--- config.mk ---
export PLATFORM = sky130hd
export DESIGN_NAME = approx_sub12u_pipe
export DESIGN_NICKNAME = d
export VERILOG_FILES = /design/src/rtl/approx_pkg.sv /design/src/rtl/approx_err_stats.sv /design/src/rtl/approx_sub12u_pipe.sv
export SDC_FILE = /design/constraint.sdc
export NUM_CORES = 1
export LEC_CHECK = 0
export BUFFER_PORTS_ARGS = -buffer_cell sky130_fd_sc_hd__buf_2
export CAP_MARGIN = 10
export CORE_MARGIN = 3
export CORE_UTILIZATION = 57
export DETAILED_ROUTE_END_ITERATION = 8
export PLACE_DENSITY = 0.84
export SKIP_LAST_GASP = 1
export SLEW_MARGIN = 25
export SYNTH_ARGS = -nofsm -noshare
export SYNTH_HDL_FRONTEND = slang
export SYNTH_SLANG_ARGS = --single-unit
export TNS_END_PERCENT = 20
--- constraint.sdc ---
create_clock -name clk -period 6.1 [get_ports clk]
set_clock_uncertainty 0.15 [all_clocks]
set_input_delay 0.305 -clock clk [delete_from_list [all_inputs] [get_ports clk]]
set_output_delay 0.305 -clock clk [all_outputs]
set_load 0.1 [all_outputs]
--- src/rtl/approx_pkg.sv ---
// Shared definitions for the truncated-low-bit approximate arithmetic library:
// operand/result widths and the exact and approximate subtraction references.
package approx_pkg;

  localparam int DATA_W = 12;
  localparam int RES_W  = 13;
  localparam int MAX_K  = DATA_W - 1;

  typedef logic [DATA_W-1:0] data_t;
  typedef logic [RES_W-1:0]  res_t;

  // Width of the error bus: at least one bit so K=0 still has a legal port.
  function automatic int err_width(input int k);
    return (k > 0) ? k : 1;
  endfunction

  // Mask selecting the low k result bits that bypass the subtractor.
  function automatic res_t low_mask(input int k);
    return (RES_W'(1) << k) - RES_W'(1);
  endfunction

  // Exact 13-bit difference; bit 12 is the borrow-out.
  function automatic res_t exact_sub(input data_t a, input data_t b);
    return {1'b0, a} - {1'b0, b};
  endfunction

  // Approximate difference: the low k bits of A pass straight through and the
  // upper field is subtracted with no borrow-in from the low bits. Zeroing the
  // low bits of both operands before subtracting keeps the upper field's
  // arithmetic isolated, so one 13-bit subtract serves every k.
  function automatic res_t approx_sub(input data_t a, input data_t b, input int k);
    res_t mask;
    res_t hi_a;
    res_t hi_b;
    mask = low_mask(k);
    hi_a = {1'b0, a} & ~mask;
    hi_b = {1'b0, b} & ~mask;
    return (hi_a - hi_b) | ({1'b0, a} & mask);
  endfunction

endpackage

--- src/rtl/approx_err_stats.sv ---
// Error statistics for characterisation runs: running maximum of err and a
// saturating count of results that carried a nonzero error.
module approx_err_stats #(
  parameter int ERR_W = 4,
  parameter int CNT_W = 16
) (
  input  logic             clk,
  input  logic             rst,
  input  logic             clr,
  input  logic             xfer,
  input  logic [ERR_W-1:0] err,
  output logic [ERR_W-1:0] err_max,
  output logic [CNT_W-1:0] err_cnt
);

  // Clear outranks a coincident transfer so a characterisation window starts
  // with exactly zero counted results.
  always_ff @(posedge clk) begin
    if (rst || clr) begin
      err_max <= '0;
      err_cnt <= '0;
    end else if (xfer) begin
      if (err > err_max) begin
        err_max <= err;
      end
      if ((err != '0) && (err_cnt != '1)) begin
        err_cnt <= err_cnt + CNT_W'(1);
      end
    end
  end

endmodule

--- src/rtl/approx_sub12u_pipe.sv ---
// Two-stage pipelined 12-bit unsigned approximate subtractor with valid/ready
// handshakes on both sides and a built-in error monitor.
module approx_sub12u_pipe
  import approx_pkg::*;
#(
  parameter  int APPROX_BITS = 4,
  parameter  int CNT_W       = 16,
  localparam int ERR_W       = (APPROX_BITS > 0) ? APPROX_BITS : 1
) (
  input  logic              clk,
  input  logic              rst,
  input  logic              in_valid,
  output logic              in_ready,
  input  logic [DATA_W-1:0] A,
  input  logic [DATA_W-1:0] B,
  output logic              out_valid,
  input  logic              out_ready,
  output logic [RES_W-1:0]  O,
  output logic [ERR_W-1:0]  err,
  input  logic              stats_clr,
  output logic [ERR_W-1:0]  err_max,
  output logic [CNT_W-1:0]  err_cnt
);

  logic             s1_valid;
  logic             s2_valid;
  logic             s1_advance;
  logic             in_xfer;
  logic             out_xfer;
  data_t            s1_a;
  data_t            s1_b;
  res_t             s1_approx;
  res_t             s1_exact;
  logic [ERR_W-1:0] s1_err;
  res_t             s2_o;
  logic [ERR_W-1:0] s2_err;

  // Handshake: stage 1 may move on whenever stage 2 is empty or draining.
  assign s1_advance = !s2_valid || out_ready;
  assign in_ready   = !s1_valid || s1_advance;
  assign in_xfer    = in_valid && in_ready;
  assign out_xfer   = s2_valid && out_ready;

  // NOTE: every always_comb output gets a default first so no path can infer a latch.
  always_comb begin
    s1_approx = '0;
    s1_exact  = '0;
    s1_err    = '0;
    s1_approx = approx_sub(s1_a, s1_b, APPROX_BITS);
    s1_exact  = exact_sub(s1_a, s1_b);
    // Measured rather than hardwired so the monitor catches datapath faults.
    s1_err    = ERR_W'(s1_approx - s1_exact);
  end

  // NOTE: sequential state uses non-blocking assignments only; control and
  // visible outputs are reset, pure payload registers are not.
  always_ff @(posedge clk) begin
    if (rst) begin
      s1_valid <= 1'b0;
      s2_valid <= 1'b0;
      s2_o     <= '0;
      s2_err   <= '0;
    end else begin
      if (in_ready) begin
        s1_valid <= in_valid;
      end
      if (s1_advance) begin
        s2_valid <= s1_valid;
        if (s1_valid) begin
          s2_o   <= s1_approx;
          s2_err <= s1_err;
        end
      end
    end
  end

  // NOTE: operand registers carry no reset; s1_valid qualifies their contents.
  always_ff @(posedge clk) begin
    if (in_xfer) begin
      s1_a <= A;
      s1_b <= B;
    end
  end

  assign out_valid = s2_valid;
  assign O         = s2_o;
  assign err       = s2_err;

  approx_err_stats #(
    .ERR_W (ERR_W),
    .CNT_W (CNT_W)
  ) u_stats (
    .clk     (clk),
    .rst     (rst),
    .clr     (stats_clr),
    .xfer    (out_xfer),
    .err     (s2_err),
    .err_max (err_max),
    .err_cnt (err_cnt)
  );

endmodule

* Word-level counts from Yosys, hierarchy flattened
Cells that the tools add are included.
Storage, ports and cells: input bits 29, output and inout bits 39, bits in registers 63, word-level logic and storage cells 27
Operators by class: reductions and logical operators 12, eq/ne operators 1, bitwise gates (word level) 1, add/sub/neg operators 4, magnitude comparators 1
Operator list (number):
- $add 16x1->16 const B | 1
- $ne 16x16->1 const B | 1
- $or 13x4->13 | 1
- $sub 12x12->13 | 1
- $sub 4x4->4 | 2
- $reduce_and 2->1 | 3
- $gt 4x4->1 | 1
- $reduce_bool 4->1 | 1
- $logic_and 1x1->1 | 3
- $logic_or 1x1->1 | 3
- $logic_not 1->1 | 2

* Depth between registers and ports, before layout
Gate-level depths: netlist (run 1).
depth in word-level cells 4, mapped depth 9, depth with buffers taken out 9

* By module
From an unflattened synthesis (run 1), not the netlist that was laid out.
Unflattened totals: cell total of the unflattened synthesis 297, area, all modules 2996.6 µm²
Modules (own cells, without submodules):
- approx_sub12u_pipe | instances 1, area each 1896.8 µm², cells each 166, seq. area each 1101.1 µm²
- approx_err_stats | instances 1, area each 1099.8 µm², cells each 131, seq. area each 400.4 µm²

* Worst setup path after synthesis (run 1)
No wires, ideal clock.
path type flip-flop to flip-flop, from register s2_valid, in the netlist out_valid, to register s1_a[0], enable pin, setup time 0.362 ns, arrival 2.543 ns, path buffers 0, path slack 3.046 ns, stages on the path, launching flop included 4, clock period less this slack 3.054 ns, required time 5.588 ns, path through dfxtp_1 -> nor2b_1 -> nand2_1 -> and2_1
Between the ends: cells in the longest elaborated chain, start to end 4
Ends and longest elaborated chain:
- from (decl) | RTL line approx_sub12u_pipe.sv:26 | logic s2_valid;
- from (signal assigned) | RTL line approx_sub12u_pipe.sv:68 | s2_valid <= s1_valid;
- $logic_not 1->1 | RTL line approx_sub12u_pipe.sv:39 | assign s1_advance = !s2_valid || out_ready;
- $logic_or 1x1->1 | RTL line approx_sub12u_pipe.sv:39
- $logic_or 1x1->1 | RTL line approx_sub12u_pipe.sv:40 | assign in_ready = !s1_valid || s1_advance;
- via in_ready | RTL line approx_sub12u_pipe.sv:13 | output logic in_ready,
- $logic_and 1x1->1 | RTL line approx_sub12u_pipe.sv:41 | assign in_xfer = in_valid && in_ready;
- via in_xfer | RTL line approx_sub12u_pipe.sv:28 | logic in_xfer;
- to (signal assigned) | RTL line approx_sub12u_pipe.sv:80 | s1_a <= A;
- to (decl) | RTL line approx_sub12u_pipe.sv:30 | data_t s1_a;
The timed path passes the listed nets, and every way through them passes these cells. A chain may end at the register's enable or synchronous reset.

* Worst setup path in the final report (run 1)
from register s1_b[4], to register s2_o[10], in the netlist O[10]
Between the ends: cells in the longest elaborated chain, start to end 2
Ends and longest elaborated chain:
- from (decl) | RTL line approx_sub12u_pipe.sv:31 | data_t s1_b;
- from (signal assigned) | RTL line approx_sub12u_pipe.sv:81 | s1_b <= B;
- $sub 12x12->13 | RTL line approx_pkg.sv:38 | return (hi_a - hi_b) | ({1'b0, a} & mask);
- $or 13x4->13 | RTL line approx_pkg.sv:38
- to (signal assigned) | RTL line approx_sub12u_pipe.sv:70 | s2_o <= s1_approx;
- to (decl) | RTL line approx_sub12u_pipe.sv:35 | res_t s2_o;
Every way passes these cells.

==> summary.md, run 1 <==
| Metric | Value |
|---|---|
| CTS resizes | `0` |
| Drt first-iter violations | `151` |
| CTS tree | `yes` |
| Slowest stage delay, CP | `0.40 ns` |
| Clock-pin slew on the worst setup and hold paths | `0.07 ns` |
| Clock Latency Late Sink | `0.33 ns` |
| Slew margin rel. | `0.5037` |
| CP Launch Type | `flop` |
| Root cell of the clock tree | `clkbuf_8` |
| Non-Filler Instances | `454` |
| Setup TNS | `0 ns` |
| Synth Cell Area | `0.002933 mm^2` |
| CTS Buf Count | `9` |
| CP Max Fanout | `3` |
| Min-Delay Path Depth | `3` |
| Starting Density | `0.6049` |
| Remaining antenna violation count | `0` |
| Maxcap violations | `0` |
| Placeable Area | `0.004848 mm^2` |
| Hold Fails Final Rpt | `0` |
| Layout cells sized above 1 | `0.2326` |
| H-tree levels | `3` |
| Most frequent cells after synthesis | `39 x dfxtp_1, 27 x nand2_1, 27 x nor2_1, 24 x edfxtp_1, 23 x inv_1` |
| FILL cells | `329` |
| Placed cell count | `414` |
| # diodes | `0` |
| Ports | `68` |
| Reg-to-reg startpoint | `s1_b[4]$_DFFE_PP_` |
| Vias in the first global route | `2,392` |
| Final #Nets | `430` |
| Die X | `77.73 um` |
| HP Class | `primary input to flop` |
| Sum of buffers and inverters on the critical path | `0` |
| Register area share after synthesis | `0.5119` |
| Stages on the worst setup path | `7` |
| CP max-delay cell | `or4_1` |
| Worst Setup End Kind | `flop` |
| Port-buffer cells | `67` |
| YS warnings | `0` |
| Cell taking the most area after synthesis | `dfxtp_1` |
| Total gr overflow | `0` |
| Die area | `0.006042 mm^2` |
| First-pass GRT wire length | `10,650 um` |
| Mean Syn Cell Area | `10.22 um^2` |
| Top Family by Delay on Critical Path | `simple AND/OR/NAND/NOR gates` |
| WL final | `6144 um` |
| Post-synth EDFFs | `24` |
| Total track usage | `0.2241` |
| WS Path Type | `flop to flop` |
| Worst Hold Launch | `in_valid` |
| Outcome | `finished clean` |
| Lkg Pwr | `1.616 nW` |
| Placed wire-length estimate | `4300 um` |
| Critical path cell sequence | `ha_1 -> fa_1 -> nor2b_1 -> o31a_1 -> o21ai_0 -> or4_1 -> nand3_1` |
| Worst EP required | `6.23 ns` |
| Worst-case reg-to-reg path depth | `7` |
| Count leader, synth | `dfxtp_1` |
| CTS sink cnt | `63` |
| Largest net degree at the start of global routing | `25` |
| VDD IR-drop max | `0.1862 mV` |
| Row count | `25` |
| Top_reg_cell synth | `dfxtp_1` |
| WP data arrival | `2.30 ns` |
| FF-to-FF End | `O[10]$_SDFFE_PP0P_` |
| Least-Margin Pin Slew | `0.7444 ns` |
| Final worst path period need | `2.170 ns` |
| Pre-antenna DRT Iters | `4` |
| Fmax | `460.9 MHz` |
| Wire length per cell | `13.53 um` |
| Slew Viols, Final | `0` |
| Net Count, Synth | `335` |
| DR vias | `2,406` |
| Post-synth top area share | `0.2662` |
| Final setup fails | `0` |
| Initial antenna violation count | `0` |
| Pwr per Cell Area | `266.8 mW/mm^2` |
| Power Total | `1.007 mW` |
| Synth cell types | `49` |
| Main area contributors after synthesis | `dfxtp_1 27%, edfxtp_1 25%, ha_1 7.7%` |
| Cells after Synth | `287` |
| Crit share post-route | `0.3557` |
| Register bit count reported by yosys | `63` |
| CTS max path bufs | `2` |
| Area Growth Syn to Fin | `28.67%` |
| Ys async rst share | `0` |
| Via density | `5.300` |
| RSZ-0062 raised after global routing | `false` |
| Placer Congestion | `0.7918` |
| Hold path endpoint | `s1_valid$_SDFFE_PP0N_` |
| Die height | `77.73 um` |
| Reg2Reg Setup Slack | `3.93 ns` |
| Residual DRC | `0` |
## cells by family after synthesis
kind of cell / Yosys count / synth area share
and+or+nand+nor: 106 / 0.1967
xor gates and xnor gates: 16 / 0.04778
AOI/OAI and AO/OA: 48 / 0.1062
adders and majority gates: 19 / 0.08362
buffers and inverters: 31 / 0.04010
DFF: 63 / 0.5119
muxes: 4 / 0.01365
## power by group
group / internal, mW / switching, mW / total [mW]
registers: 0.456 / 0.0107 / 0.467
clock network: 0.227 / 0.151 / 0.378
logic: 0.0506 / 0.112 / 0.162
## metrics by stage
step | worst slack (ns) | area [um^2] | hold slack [ns] | util
6_report | 3.930 | 3774 | 0.06200 | 0.7783
5_1_grt | 3.778 | 3774 | 0.07859 | 0.7783
4_1_cts | 3.926 | 3772 | 0.05794 | 0.7781
3_5_place_dp | 3.943 | 3328 | 0.2982 | 0.6865
3_3_place_gp | 4.015 | 3328 | 0.2974 | 0.6865
2_1_floorplan | 3.046 | 2933 | 0.2539 | -
## cell usage in the layout, fill, tap and decap left out, types with 3 or more instances in the layout
| cell | netlist | layout |
|---|---|---|
| nand2_1 | 27 | 27 |
| buf_2 | 1 | 67 |
| ha_1 | 18 | 18 |
| clkbuf_8 | 0 | 9 |
| inv_1 | 23 | 23 |
| mux2i_1 | 4 | 4 |
| a211oi_1 | 8 | 8 |
| dfxtp_1 | 39 | 39 |
| nor3_1 | 9 | 9 |
| xnor2_1 | 14 | 14 |
| nand3_1 | 10 | 10 |
| nor2b_1 | 5 | 5 |
| nor2_1 | 27 | 27 |
| nand4_1 | 6 | 6 |
| dlygate4sd3_1 | 0 | 24 |
| o21ai_0 | 5 | 5 |
| a21o_1 | 3 | 3 |
| a21oi_1 | 19 | 19 |
| edfxtp_1 | 24 | 24 |
## worst register-to-register path: stages (launching register included)
cell	delay, ns
edfxtp_1	0.37
ha_1	0.22
fa_1	0.38
nor2b_1	0.20
o31a_1	0.20
o21ai_0	0.11
or4_1	0.40
nand3_1	0.09
## what timing repair did
action | 4_1_cts | 5_1_grt
hold buffers | 24 | 0
buffers inserted | 0 | 0
endpoints found under the hold margin | 24 | 0
## registers in the layout (all words and copies together) (netlist names)
signal / count
s1_valid: 1
O: 13
u_stats.err_max: 4
s1_b: 12
out_valid: 1
s1_a: 12
err: 4
u_stats.err_cnt: 16
## layer usage
layer / up-vias / GRT usage / part of all wire
met1: 1127 / 0.2590 / 0.43
li1: 1210 / - / -
met4: 0 / 0.09609 / 0.018
met3: 11 / 0.07425 / 0.050
met5: - / 0 / 0
met2: 58 / 0.3776 / 0.51
## layout make-up
type / count / area [um^2] / area share
Clock buffer: 11 / 131.4 / 0.03481
Clock inverter: 5 / 72.57 / 0.01923
Inverter: 23 / 86.33 / 0.02288
Multi-Input combinational cell: 193 / 1315 / 0.3485
Sequential cell: 63 / 1501 / 0.3979
Tap cell: 67 / 83.83 / 0.02221
Timing Repair Buffer: 92 / 583.1 / 0.1545
## worst max path at each step
| stage | start | end |
|---|---|---|
| after global placement | s1_b[4]$_DFFE_PP_ | O[10]$_SDFFE_PP0P_ |
| after CTS | s1_b[4]$_DFFE_PP_ | O[10]$_SDFFE_PP0P_ |
| after floorplan | out_valid$_SDFFE_PP0P_ | s1_a[0]$_DFFE_PP_ |
| final | s1_b[4]$_DFFE_PP_ | O[10]$_SDFFE_PP0P_ |
| after detailed placement | s1_b[4]$_DFFE_PP_ | O[10]$_SDFFE_PP0P_ |
| after global routing | s1_b[4]$_DFFE_PP_ | O[10]$_SDFFE_PP0P_ |
(Power assumes the default switching activity.)
==> run 2: changes to the inputs <==
--- a/config.mk
+++ b/config.mk
@@ -8,9 +8,9 @@
 export BUFFER_PORTS_ARGS = -buffer_cell sky130_fd_sc_hd__buf_2
 export CAP_MARGIN = 10
 export CORE_MARGIN = 3
-export CORE_UTILIZATION = 57
+export CORE_UTILIZATION = 53
 export DETAILED_ROUTE_END_ITERATION = 8
-export PLACE_DENSITY = 0.84
+export PLACE_DENSITY = 0.79
 export SKIP_LAST_GASP = 1
 export SLEW_MARGIN = 25
 export SYNTH_ARGS = -nofsm -noshare
==> constraint.sdc (replaced) <==
create_clock -name clk -period 2.1 [get_ports clk]
set_clock_uncertainty 0.15 [all_clocks]
set_input_delay 0.105 -clock clk [delete_from_list [all_inputs] [get_ports clk]]
set_output_delay 0.105 -clock clk [all_outputs]
set_load 0.1 [all_outputs]
==> run 2 against run 1 <==
Against the previous run: clock power grew to 3.0 times the previous value; global-route usage is 0.63 points lower; combinational power grew to 3.1 times the previous value; critical path depth stayed put; first-iteration DRC count is 21% higher; non-clock buffer count is 8 higher; highest routed layer unchanged.
==> summary.md, run 2 (same netlist as run 1, synthesis figures left out) <==
| Metric | Value |
|---|---|
| Outcome | `finished clean` |
| HP Class | `primary input to flop` |
| Total gr overflow | `0 (unchanged)` |
| VDD IR-drop max | `0.5746 mV (+210%)` |
| Ports | `68 (unchanged)` |
| # diodes | `0 (unchanged)` |
| Top Family by Delay on Critical Path | `simple AND/OR/NAND/NOR gates` |
| Worst setup margin | `0.06990 ns (-3.860 ns)` |
| WS Path Type | `flop to flop` |
| Final setup fails | `0 (unchanged)` |
| Layout cells sized above 1 | `0.3241 (+0.09149)` |
| Residual DRC | `0 (unchanged)` |
| Drt first-iter violations | `182 (+21%)` |
| Critical path cell sequence | `ha_1 -> fa_2 -> nor2b_2 -> o31a_1 -> o21ai_0 -> or4_1 -> nand3_1` |
| Worst Setup End Kind | `flop` |
| CTS max path bufs | `2 (unchanged)` |
| H-tree levels | `3 (unchanged)` |
| Final worst path period need | `2.030 ns (-0.1395 ns)` |
| CP max-delay cell | `or4_1` |
| Final #Nets | `438 (+1.9%)` |
| Placer Congestion | `0.7940 (+0.28%)` |
| WL final | `6481 um (+5.5%)` |
| Placed wire-length estimate | `4299 um (about the same)` |
| Placed inst area | `0.003412 mm^2 (+2.5%)` |
| Pre-antenna DRT Iters | `4 (unchanged)` |
| Initial antenna violation count | `0 (unchanged)` |
| Starting Density | `0.5600 (-0.04494)` |
| Wire length per cell | `13.94 um (+3.0%)` |
| Pre-CTS setup slack | `0.04075 ns (-3.902 ns)` |
| Placeable Area | `0.005238 mm^2 (+8.0%)` |
| Remaining antenna violation count | `0 (unchanged)` |
| CTS Buf Count | `9 (unchanged)` |
| CTS tree | `yes` |
| Die area | `0.006463 mm^2 (+7.0%)` |
| Area Growth Syn to Fin | `33.66%` |
| Root cell of the clock tree | `clkbuf_8` |
| Setup TNS | `0 ns (unchanged)` |
| CP Launch Type | `flop` |
| Slew Viols, Final | `0 (unchanged)` |
| Least-Margin Pin Slew | `0.5517 ns (-0.1927 ns)` |
| Max FFs per register | `16 (unchanged)` |
| Placed cell count | `422 (+1.9%)` |
| Top reg by flops | `u_stats.err_cnt` |
| Vias in the first global route | `2,315 (-3.2%)` |
| Worst EP required | `2.22 ns (-4.01 ns)` |
| Die X | `80.39 um (+3.4%)` |
| Power Total | `3.000 mW (+200%)` |
| Fmax | `492.6 MHz (+6.9%)` |
| Total track usage | `0.2178 (-0.006285)` |
| CTS sink cnt | `63 (unchanged)` |
| Crit share post-route | `0.9667 (+0.6110)` |
| Lkg Pwr | `1.685 nW (+4.3%)` |
| Port-buffer cells | `67 (unchanged)` |
| Clock Latency Late Sink | `0.33 ns (about the same)` |
| Slew margin rel. | `0.6291 (+0.1254)` |
| Maxcap violations | `0 (unchanged)` |
| Hold Fails Final Rpt | `0 (unchanged)` |
| FILL cells | `372 (+13%)` |
| Die height | `80.39 um (+3.4%)` |
| Row count | `26 (+4.0%)` |
| Most frequent cells in the layout | `67 x buf_2, 27 x nor2_1, 27 x dlygate4sd3_1` |
| Non-Filler Instances | `465 (+2.4%)` |
| Largest net degree at the start of global routing | `25 (unchanged)` |
| RSZ-0062 raised after global routing | `true` |
| DR vias | `2,424 (+0.75%)` |
| CP Max Fanout | `2 (-1)` |
| Slowest stage delay, CP | `0.41 ns (about the same)` |
| Commonest non-fill, non-tap cell in the layout | `buf_2` |
| Pwr per Cell Area | `765.2 mW/mm^2 (+190%)` |
| Sum of buffers and inverters on the critical path | `0 (unchanged)` |
| Clock-pin slew on the worst setup and hold paths | `0.07 ns (about the same)` |
| Via density | `5.213 (-1.6%)` |
| First-pass GRT wire length | `10,930 um (+2.7%)` |
| WP data arrival | `2.15 ns (-0.15 ns)` |
| Final instance area | `0.003920 mm^2 (+3.9%)` |
## run 2: through the flow
| step | hold slack (ns) | util |
|---|---|---|
| floorplan | 0.05387 | - |
| global placement | 0.1315 | 0.6515 |
| detailed placement | 0.1336 | 0.6515 |
| CTS | 0.04736 | 0.7468 |
| global route | 0.06698 | 0.7484 |
| finish | 0.06027 | 0.7484 |
## run 2: timing repair
item	in CTS	in global routing
cloned	0	0
gates resized for setup	1	2
setup endpoints to repair	1	2
hold buffers	27	0
setup buffers	0	0
endpoints found under the hold margin	28	0
## run 2: path summary, 6_finish.rpt
check / startpoint / end / slack [ns] / cells past startpoint
setup reg to reg: s1_b[4]$_DFFE_PP_ / O[10]$_SDFFE_PP0P_ / 0.07 / 7
hold / removal: rst / O[6]$_SDFFE_PP0P_ / 0.06 / 2
hold reg to reg: O[12]$_SDFFE_PP0P_ / O[12]$_SDFFE_PP0P_ / 0.31 / 2
setup / recovery: s1_b[4]$_DFFE_PP_ / O[10]$_SDFFE_PP0P_ / 0.07 / 7
## run 2: where the power goes
part / leakage, nW / internal [mW] / switching, mW
clock: 0.110 / 0.683 / 0.464
sequential: 0.564 / 1.32 / 0.0313
combinational: 1.01 / 0.161 / 0.335
## run 2: cell type report
type / instances / area, um^2 / share of cell area
inverter: 23 / 86.33 / 0.02202
clock inverter: 4 / 50.05 / 0.01277
multi-input combinational: 193 / 1334 / 0.3402
timing repair buffer: 100 / 650.6 / 0.1660
clock buffer: 12 / 176.4 / 0.04500
tap: 70 / 87.58 / 0.02234
sequential: 63 / 1535 / 0.3916
## run 2: per-layer routing
layer | up-vias | global-route usage | wire length (um) | share of wire
li1 | 1227 | - | - | -
met1 | 1111 | 0.2728 | 2722 | 0.42
met2 | 77 | 0.3675 | 3283 | 0.51
met3 | 9 | 0.04260 | 380 | 0.059
met4 | 0 | 0.08615 | 94 | 0.015
met5 | - | 0 | 0 | 0
## run 2: worst register-to-register path: stages (launching register included)
cell and delay, ns:
edfxtp_1 0.37, ha_1 0.22, fa_2 0.36, nor2b_2 0.13
o31a_1 0.14, o21ai_0 0.10, or4_1 0.41, nand3_1 0.09
